<file path="src/rtl/pio128_pkg.sv">
// Shared types and helpers for the 128-bit outbound PIO port.
// Word/byte-enable widths and the byte-merge function.
package pio128_pkg;

    localparam int PIO_W    = 128;
    localparam int PIO_BE_W = PIO_W / 8;

    typedef logic [PIO_W-1:0]    pio_word_t;
    typedef logic [PIO_BE_W-1:0] pio_be_t;

    // Bytes with be set come from new_w, the rest keep old_w.
    function automatic pio_word_t be_merge(
        input pio_word_t old_w,
        input pio_word_t new_w,
        input pio_be_t   be
    );
        pio_word_t m;
        m = old_w;
        for (int i = 0; i < PIO_BE_W; i++) begin
            if (be[i]) begin
                m[8*i +: 8] = new_w[8*i +: 8];
            end
        end
        return m;
    endfunction

endpackage

</file>
<file path="src/rtl/pio128_sync_fifo.sv">
// First-word-fall-through FIFO of 128-bit words.
// Push is ignored when full, pop is ignored when empty.
module pio128_sync_fifo
    import pio128_pkg::*;
#(
    parameter int DEPTH = 4
) (
    input  logic                   clk,
    input  logic                   reset_n,
    input  logic                   push,
    input  pio_word_t              push_data,
    input  logic                   pop,
    output pio_word_t              head_data,
    output logic                   full,
    output logic                   empty,
    output logic [$clog2(DEPTH):0] level
);

    localparam int AW = $clog2(DEPTH);
    localparam int LW = AW + 1;

    pio_word_t         mem_q [DEPTH];
    pio_word_t         mem_d [DEPTH];
    logic [AW-1:0]     wr_ptr_q, wr_ptr_d;
    logic [AW-1:0]     rd_ptr_q, rd_ptr_d;
    logic [LW-1:0]     level_q, level_d;
    logic              do_push;
    logic              do_pop;

    assign full      = (level_q == LW'(DEPTH));
    assign empty     = (level_q == '0);
    assign level     = level_q;
    assign head_data = mem_q[rd_ptr_q];

    // Next-state for storage, pointers and occupancy.
    always_comb begin
        do_push  = push & ~full;
        do_pop   = pop & ~empty;
        mem_d    = mem_q;
        wr_ptr_d = wr_ptr_q;
        rd_ptr_d = rd_ptr_q;
        level_d  = level_q;
        if (do_push) begin
            mem_d[wr_ptr_q] = push_data;
            wr_ptr_d        = wr_ptr_q + AW'(1);
        end
        if (do_pop) begin
            rd_ptr_d = rd_ptr_q + AW'(1);
        end
        case ({do_push, do_pop})
            2'b10:   level_d = level_q + LW'(1);
            2'b01:   level_d = level_q - LW'(1);
            default: level_d = level_q;
        endcase
    end

    // State registers; reset drops every queued entry.
    always_ff @(posedge clk) begin
        if (!reset_n) begin
            mem_q    <= '{default: '0};
            wr_ptr_q <= '0;
            rd_ptr_q <= '0;
            level_q  <= '0;
        end else begin
            mem_q    <= mem_d;
            wr_ptr_q <= wr_ptr_d;
            rd_ptr_q <= rd_ptr_d;
            level_q  <= level_d;
        end
    end

endmodule

</file>
<file path="src/rtl/pio128_out.sv">
// Avalon-MM write-only slave: byte-merges writes into a shadow
// word and queues each merged word for the fabric to drain.
module pio128_out
    import pio128_pkg::*;
#(
    parameter int DEPTH = 4
) (
    input  logic                   clk,
    input  logic                   reset_n,
    input  logic                   block_write,
    input  logic                   avs_s0_write,
    input  logic [127:0]           avs_s0_writedata,
    input  logic [15:0]            avs_s0_byteenable,
    output logic                   waitrequest,
    output logic                   write_strobe,
    output logic [127:0]           pio_out,
    output logic                   pio_out_valid,
    input  logic                   pio_out_ready,
    output logic [$clog2(DEPTH):0] fifo_level
);

    pio_word_t shadow_q, shadow_d;
    pio_word_t merged;
    pio_word_t head;
    logic      strobe_q, strobe_d;
    logic      accept;
    logic      pop;
    logic      full;
    logic      empty;

    assign waitrequest   = block_write | full;
    assign pio_out_valid = ~empty;
    assign pio_out       = pio_out_valid ? head : '0;
    assign write_strobe  = strobe_q;
    assign pop           = pio_out_valid & pio_out_ready;

    // Accept decision and byte-merge into the shadow word.
    always_comb begin
        accept   = avs_s0_write & ~waitrequest;
        merged   = be_merge(shadow_q, avs_s0_writedata,
                            avs_s0_byteenable);
        shadow_d = accept ? merged : shadow_q;
        strobe_d = accept;
    end

    // Shadow word and the one-cycle write pulse.
    always_ff @(posedge clk) begin
        if (!reset_n) begin
            shadow_q <= '0;
            strobe_q <= 1'b0;
        end else begin
            shadow_q <= shadow_d;
            strobe_q <= strobe_d;
        end
    end

    pio128_sync_fifo #(
        .DEPTH (DEPTH)
    ) u_fifo (
        .clk       (clk),
        .reset_n   (reset_n),
        .push      (accept),
        .push_data (merged),
        .pop       (pop),
        .head_data (head),
        .full      (full),
        .empty     (empty),
        .level     (fifo_level)
    );

endmodule

</file>
<file path="config.mk">
export PLATFORM = sky130hd
export DESIGN_NAME = pio128_out
export DESIGN_NICKNAME = d
export VERILOG_FILES = /design/src/rtl/pio128_pkg.sv /design/src/rtl/pio128_sync_fifo.sv /design/src/rtl/pio128_out.sv
export SDC_FILE = /design/constraint.sdc
export NUM_CORES = 1
export LEC_CHECK = 0
export CELL_PAD_IN_SITES_DETAIL_PLACEMENT = 1
export CELL_PAD_IN_SITES_GLOBAL_PLACEMENT = 1
export CORE_MARGIN = 1
export CORE_UTILIZATION = 45
export CTS_BUF_LIST = sky130_fd_sc_hd__clkbuf_16
export CTS_CLUSTER_DIAMETER = 80
export CTS_CLUSTER_SIZE = 40
export DETAILED_ROUTE_END_ITERATION = 8
export MAX_ROUTING_LAYER = met4
export PLACE_DENSITY = 0.81
export SLEW_MARGIN = 20
export SYNTH_ARGS = -nofsm -noshare
export SYNTH_HDL_FRONTEND = slang
export SYNTH_SLANG_ARGS = --single-unit
export TNS_END_PERCENT = 5
</file>
<file path="constraint.sdc">
create_clock -name clk -period 2.9 [get_ports clk]
set_clock_uncertainty 0.05 [all_clocks]
set_input_delay 0.58 -clock clk [delete_from_list [all_inputs] [get_ports clk]]
set_output_delay 0.58 -clock clk [all_outputs]
set_load 0.02 [all_outputs]
</file>
# After elaboration in Yosys (flattened, before gate mapping)
# Cells that the tools add are included.
# classes
div	0
addsub	4
n_mul	0
n_shift	0
bitwise	10
order_cmp	3
reduce_logical	3
n_mux	24
eq_ne	3
# ops
cell	n
bitwise mux 512 bit	1
2-to-1 mux 128 bit	4
binary-select mux 128 bit (select 2 bit)	1
demux 128 bit (select 2 bit)	1
2-to-1 mux 8 bit	16
greater-or-equal comparator 3 bit (second input constant)	2
NOT 2 -> 3 bit	2
case mux 3 bit (2 select lines)	1
adder 2 x 1 -> 2 bit (second input constant)	2
AND 1 bit	4
adder 3 x 1 -> 3 bit (second input constant)	1
== test 3 bit (second input constant)	1
logical NOT 3 bit	1
less-than comparator 3 x 1 -> 1 bit (second input constant)	1
NOT 1 bit	3
subtractor 3 x 1 -> 3 bit (second input constant)	1
== test 2 x 1 -> 1 bit (second input constant)	1
== test 2 bit (second input constant)	1
nonzero test 2 bit	1
logical AND 1 bit	1
OR 1 bit	1
# word_totals
inputBits	149
output_inout_bits	134
latchBits	0
rom_bits	0
ramBits	0
n_memories	0
elab_cells	56
register_bits	648

# Depth between registers and ports, before layout
# depth
word_depth	7
ltp_mapped	11
depth_no_buf	9

# Hierarchy
# Synthesis repeated with hierarchy kept, for this count alone.
# unflattened
hier_cells	2850
area_unflattened_um2	29234.3
# by_module_without_submodules
mod	seq_area_each_um2	n_inst	cells_per_inst	area_per_inst_um2
pio128_sync_fifo	10390.0	1	2003	22363.9
pio128_out	2582.5	1	847	6870.3

# Worst setup path before layout
# OpenSTA, ideal clock, no wires.
# synth_path
path_kind	input to register
start	input block_write
end	register u_fifo.level_q[2], in the netlist u_fifo.level[2]
required_ps	2774
n_path_buf	2
slack_ps	209
stages	10
setup_ps	76
arrival_time_ps	2565
cell_sequence	buf_4 -> buf_2 -> nor3b_2 -> inv_1 -> ha_1 -> inv_1 -> fa_1 -> xor2_1 -> or3_1 -> a21boi_0
# synth_between
elab_chain_cells	6
elab_cells_between_ends	8
cone_classes	eq/ne (2); mux (1); bitwise (4); reduce/logical (1)
# synth_rtl
item	line	text
from (decl)	pio128_out.sv:10	input logic block_write,
OR 1 bit *	pio128_out.sv:31	assign waitrequest = block_write | full;
NOT 1 bit *	pio128_out.sv:39	accept = avs_s0_write & ~waitrequest;
AND 1 bit *	pio128_out.sv:39	
AND 1 bit *	pio128_sync_fifo.sv:37	do_push = push & ~full;
== test 2 x 1 -> 1 bit / == test 2 bit (equally long branches)	pio128_sync_fifo.sv:50	case ({do_push, do_pop})
case mux 3 bit (2 select lines) / nonzero test 2 bit (equally long branches)	--	
to (signal assigned)	pio128_sync_fifo.sv:68	level_q <= level_d;
to (decl)	pio128_sync_fifo.sv:26	logic [LW-1:0] level_q, level_d;
# Every way passes the cells marked *; elsewhere a longest branch is shown, timed or not.
# A chain may end at the register's enable or synchronous reset.

# Worst setup path in the final report
# layout_path
start	register u_fifo.rd_ptr_q[0]
end	output pio_out[116]
# layout_between
elab_chain_cells	5
# layout_rtl
item	line	text
from (decl)	pio128_sync_fifo.sv:25	logic [AW-1:0] rd_ptr_q, rd_ptr_d;
from (signal assigned)	pio128_sync_fifo.sv:67	rd_ptr_q <= rd_ptr_d;
NOT 2 -> 3 bit (implied by the code)	pio128_sync_fifo.sv:33	assign head_data = mem_q[rd_ptr_q];
binary-select mux 128 bit (select 2 bit)	pio128_sync_fifo.sv:33	
2-to-1 mux 128 bit (implied by the code) (2 in series)	pio128_sync_fifo.sv:33	
2-to-1 mux 128 bit	pio128_out.sv:33	assign pio_out = pio_out_valid ? head : '0;
to (decl)	pio128_out.sv:16	output logic [127:0] pio_out,
# Every way passes these cells. The select of a mux whose other input is x is not followed.

==> results.md <==
- Initial antenna violation count: 12
- Synth area leader: dfxtp_1
- Final Hold Viols: 0
- Relative slew margins: 54.1%
- Routed WL per cell: 21.4 um
- Total of warnings raised by yosys: 0
- Post-Syn Instances: 2869
- Final worst-path cycle share: 102%
- RSZ-0062 raised after global routing: yes
- Crit-path slowest cell: mux4_2
- Final setup vio count: 21
- CP peak stage delay: 0.50 ns
- Failing checks: negative setup slack
- Final Core Density: 54.7%
- Port Buffer Count: 282
- Sequential area share after synthesis: 43.9%
- Pin count of the biggest net entering global routing: 153
- Vias: 21727
- Core area: 64700 um^2
- Minimum clock period: 2.95 ns
- Drt via density: 5.46
- CP bufs+invs: 3
- # rows: 93
- Cts hold-fix bufs: 0
- Vias in the first global route: 23638
- Slew Viols, Final: 0
- CP Capture Type: output port
- Final WL: 85200 um
- Synthesis-to-layout area growth: 19.7%
- Share of layout cells above drive strength 1: 21.0%
- Syn Area/Cell: 10.3 um^2
- Crit Path Max Fanout: 9
- Area fraction of the dominant cell type after synthesis: 43.9%
- Worst Hold Class: in2reg
- Flop pwr share: 44.8%
- Remaining Overflow, GRT: 0
- Syn_nets: 3024
- Yosys reg bits: 648
- Fillers: 6946
- Switching Share: 30.2%
- First-pass GRT wire length: 132000 um
- Combinational power share: 25.3%
- Crit path max-delay family: buffers and inverters
- TritonCTS clock tree: built
- Tot GR Track Use: 25.7%
- Max cap viols: 0
- Leading post-synthesis cells by cell area: dfxtp_1 (44%), mux2i_1 (22%), nand2_1 (12%)
- R2r worst-path depth: 8
- Final total power: 20.8 mW
- CP Cell Sequence: buf_12 > buf_4 > mux4_2 > and2_1 > clkdlybuf4s15_2
- Max Clk Rate: 0.339 GHz
- Final worst-path setup slack: -0.0503 ns
- Initial DRT Pass Iterations: 5
- Sink Count: 648
- Die width: 258 um
- Critical path class: reg2out
- I/O pin count: 283
- Nets: 3243
- Height of the chip: 258 um
- Starting Density: 45.7%
- Internal Pwr Total: 14.5 mW
- Die area: 66700 um^2
- GPL Wtd Cong: 0.764
- PD cells: 586 nW/um^2
- Worst skew pair latency: 0.59 ns
- Count of cell types in the netlist: 26
- Worst Hold Depth: 3
- Iter 0 DRT Violations: 1153
- Leak: 12.5 nW
- Post-route DRC: 0
- Crit path launch type: flip-flop
- WP data required: 2.27 ns
- Total CTS buffers: 35
- Worst-Margin Slew: 0.689 ns
- Mapped cell area: 29600 um^2
- # H-tree levels: 2
- HPWL Detailed: 56800 um
- Switching power total: 6.27 mW
- Status: finished, violations left
- Crit. path cell count: 5
- VDD IR max: 414 uV
- Clk pwr share: 29.9%
- Clock slew at reported path FFs: 0.10 ns
- Max Buffers Root-to-Sink: 3
- Root Driver: clkbuf_16
- Routed Antenna Nets: 0
- WP data arrival: 2.32 ns
[layout make-up]
cell class	count	area [um^2]	share of cell area, %
antenna	13	32.5	0.0919
clock buffer	37	926	2.61
clock inverter	24	345	0.975
inverter	6	22.5	0.0636
multi-input combinational	1993	15700	44.3
sequential	648	13000	36.7
tap	855	1070	3.02
timing repair buffer	404	4330	12.2
[cells in the mapped netlist (all sizes together)]
library cell and count:
a21boi 1, xor2 1, and2 133, fa 1, ha 5, mux2 128, o21ai 3, buf 88
nand2 922, or2 1, clkbuf 134, o311ai 1, nor3 20, nor3b 2, xnor2 2, mux4 128
mux2i 642, nand4b 1, dfxtp 648, or3 2, inv 6
[layout by cell type (no fill, tap or decap), types with 13 or more instances in the layout]
| cell | count |
|---|---|
| clkbuf_16 | 39 |
| dfxtp_1 | 645 |
| buf_2 | 68 |
| and2_4 | 59 |
| mux4_2 | 128 |
| diode_2 | 13 |
| nor3_4 | 17 |
| nand2_1 | 922 |
| and2_1 | 74 |
| mux2_2 | 128 |
| buf_6 | 42 |
| mux2i_1 | 642 |
| clkdlybuf4s50_1 | 150 |
| buf_12 | 53 |
| buf_4 | 60 |
[metal layers]
layer  global-route usage, %  vias up  wire length [um]
li1                        -    10153                 -
met1                    30.9    11139             36900
met2                    45.1      352             43400
met3                    4.15       83              3510
met4                    5.46        0              1350
met5                       -        -                 0
[worst paths after layout]
check / start / end / slack (ns)
worst max-delay path: u_fifo.rd_ptr_q[0]$_SDFFE_PN0P_ / pio_out[116] / -0.05
worst min-delay path: reset_n / u_fifo.mem_q[180]$_SDFFE_PN0P_ / 0.29
worst max register to register: u_fifo.level[1]$_SDFFE_PN0P_ / u_fifo.level[2]$_SDFFE_PN0P_ / 0.55
worst min register to register: u_fifo.mem_q[357]$_SDFFE_PN0P_ / u_fifo.mem_q[357]$_SDFFE_PN0P_ / 0.41
[metrics by stage]
step                      setup slack [ns]  hold WS, ns  std cells  setup TNS [ns]  area (um^2)
after floorplan                      0.209        0.382       2869               0        29600
after global placement              0.0557        0.388       3882               0        33800
after detailed placement            0.0398        0.398       3882               0        33800
after CTS                           -0.164        0.266       3961           -3.54        35100
after global routing                -0.110        0.294       3978           -4.65        35400
final                              -0.0503        0.291       3980          -0.234        35400
[power by group through the flow]
stage	registers (mW)	clock network (mW)	logic [mW]
after floorplan	9.45	0	2.67
after global placement	9.48	0	4.47
after detailed placement	9.50	0	4.55
after CTS	9.30	6.34	5.11
after global routing	9.34	6.65	5.57
final	9.30	6.21	5.24
[logic make-up (layout without fill, tap and decap cells)]
logic type | after synthesis | in the layout | synth area share, %
muxes | 898 | 898 | 36.3
and+or+nand+nor | 1081 | 1081 | 15.7
other | 0 | 13 | 0
xor gates and xnor gates | 3 | 3 | 0.0889
adders and majority gates | 6 | 6 | 0.279
AOI/OAI and AO/OA | 5 | 5 | 0.106
DFF | 648 | 648 | 43.9
buffers and inverters | 228 | 471 | 3.66
[worst reg2reg max path, delay by kind of cell, from the launching register on]
family	cells	cell delay, ns
and+or+nand+nor	3	0.73
adders and majority gates	2	0.57
DFF	1	0.49
AOI/OAI and AO/OA	1	0.21
xor gates and xnor gates	1	0.16
buffers and inverters	1	0.07
[sequential cells by signal, summed over array words and instances (netlist names)]
name and cells:
u_fifo.level 3, write_strobe 1, shadow_q 128, u_fifo.wr_ptr_q 2, u_fifo.rd_ptr_q 2, u_fifo.mem_q 512
[timing repair]
| item | 4_1_cts | 5_1_grt |
|---|---|---|
| pin swaps | 3 | 2 |
| resized for setup | 553 | 107 |
| setup buffers | 12 | 4 |
| cloned | 6 | 2 |
| setup endpoints to repair | 129 | 101 |
Power figures use the tool's default switching activity.
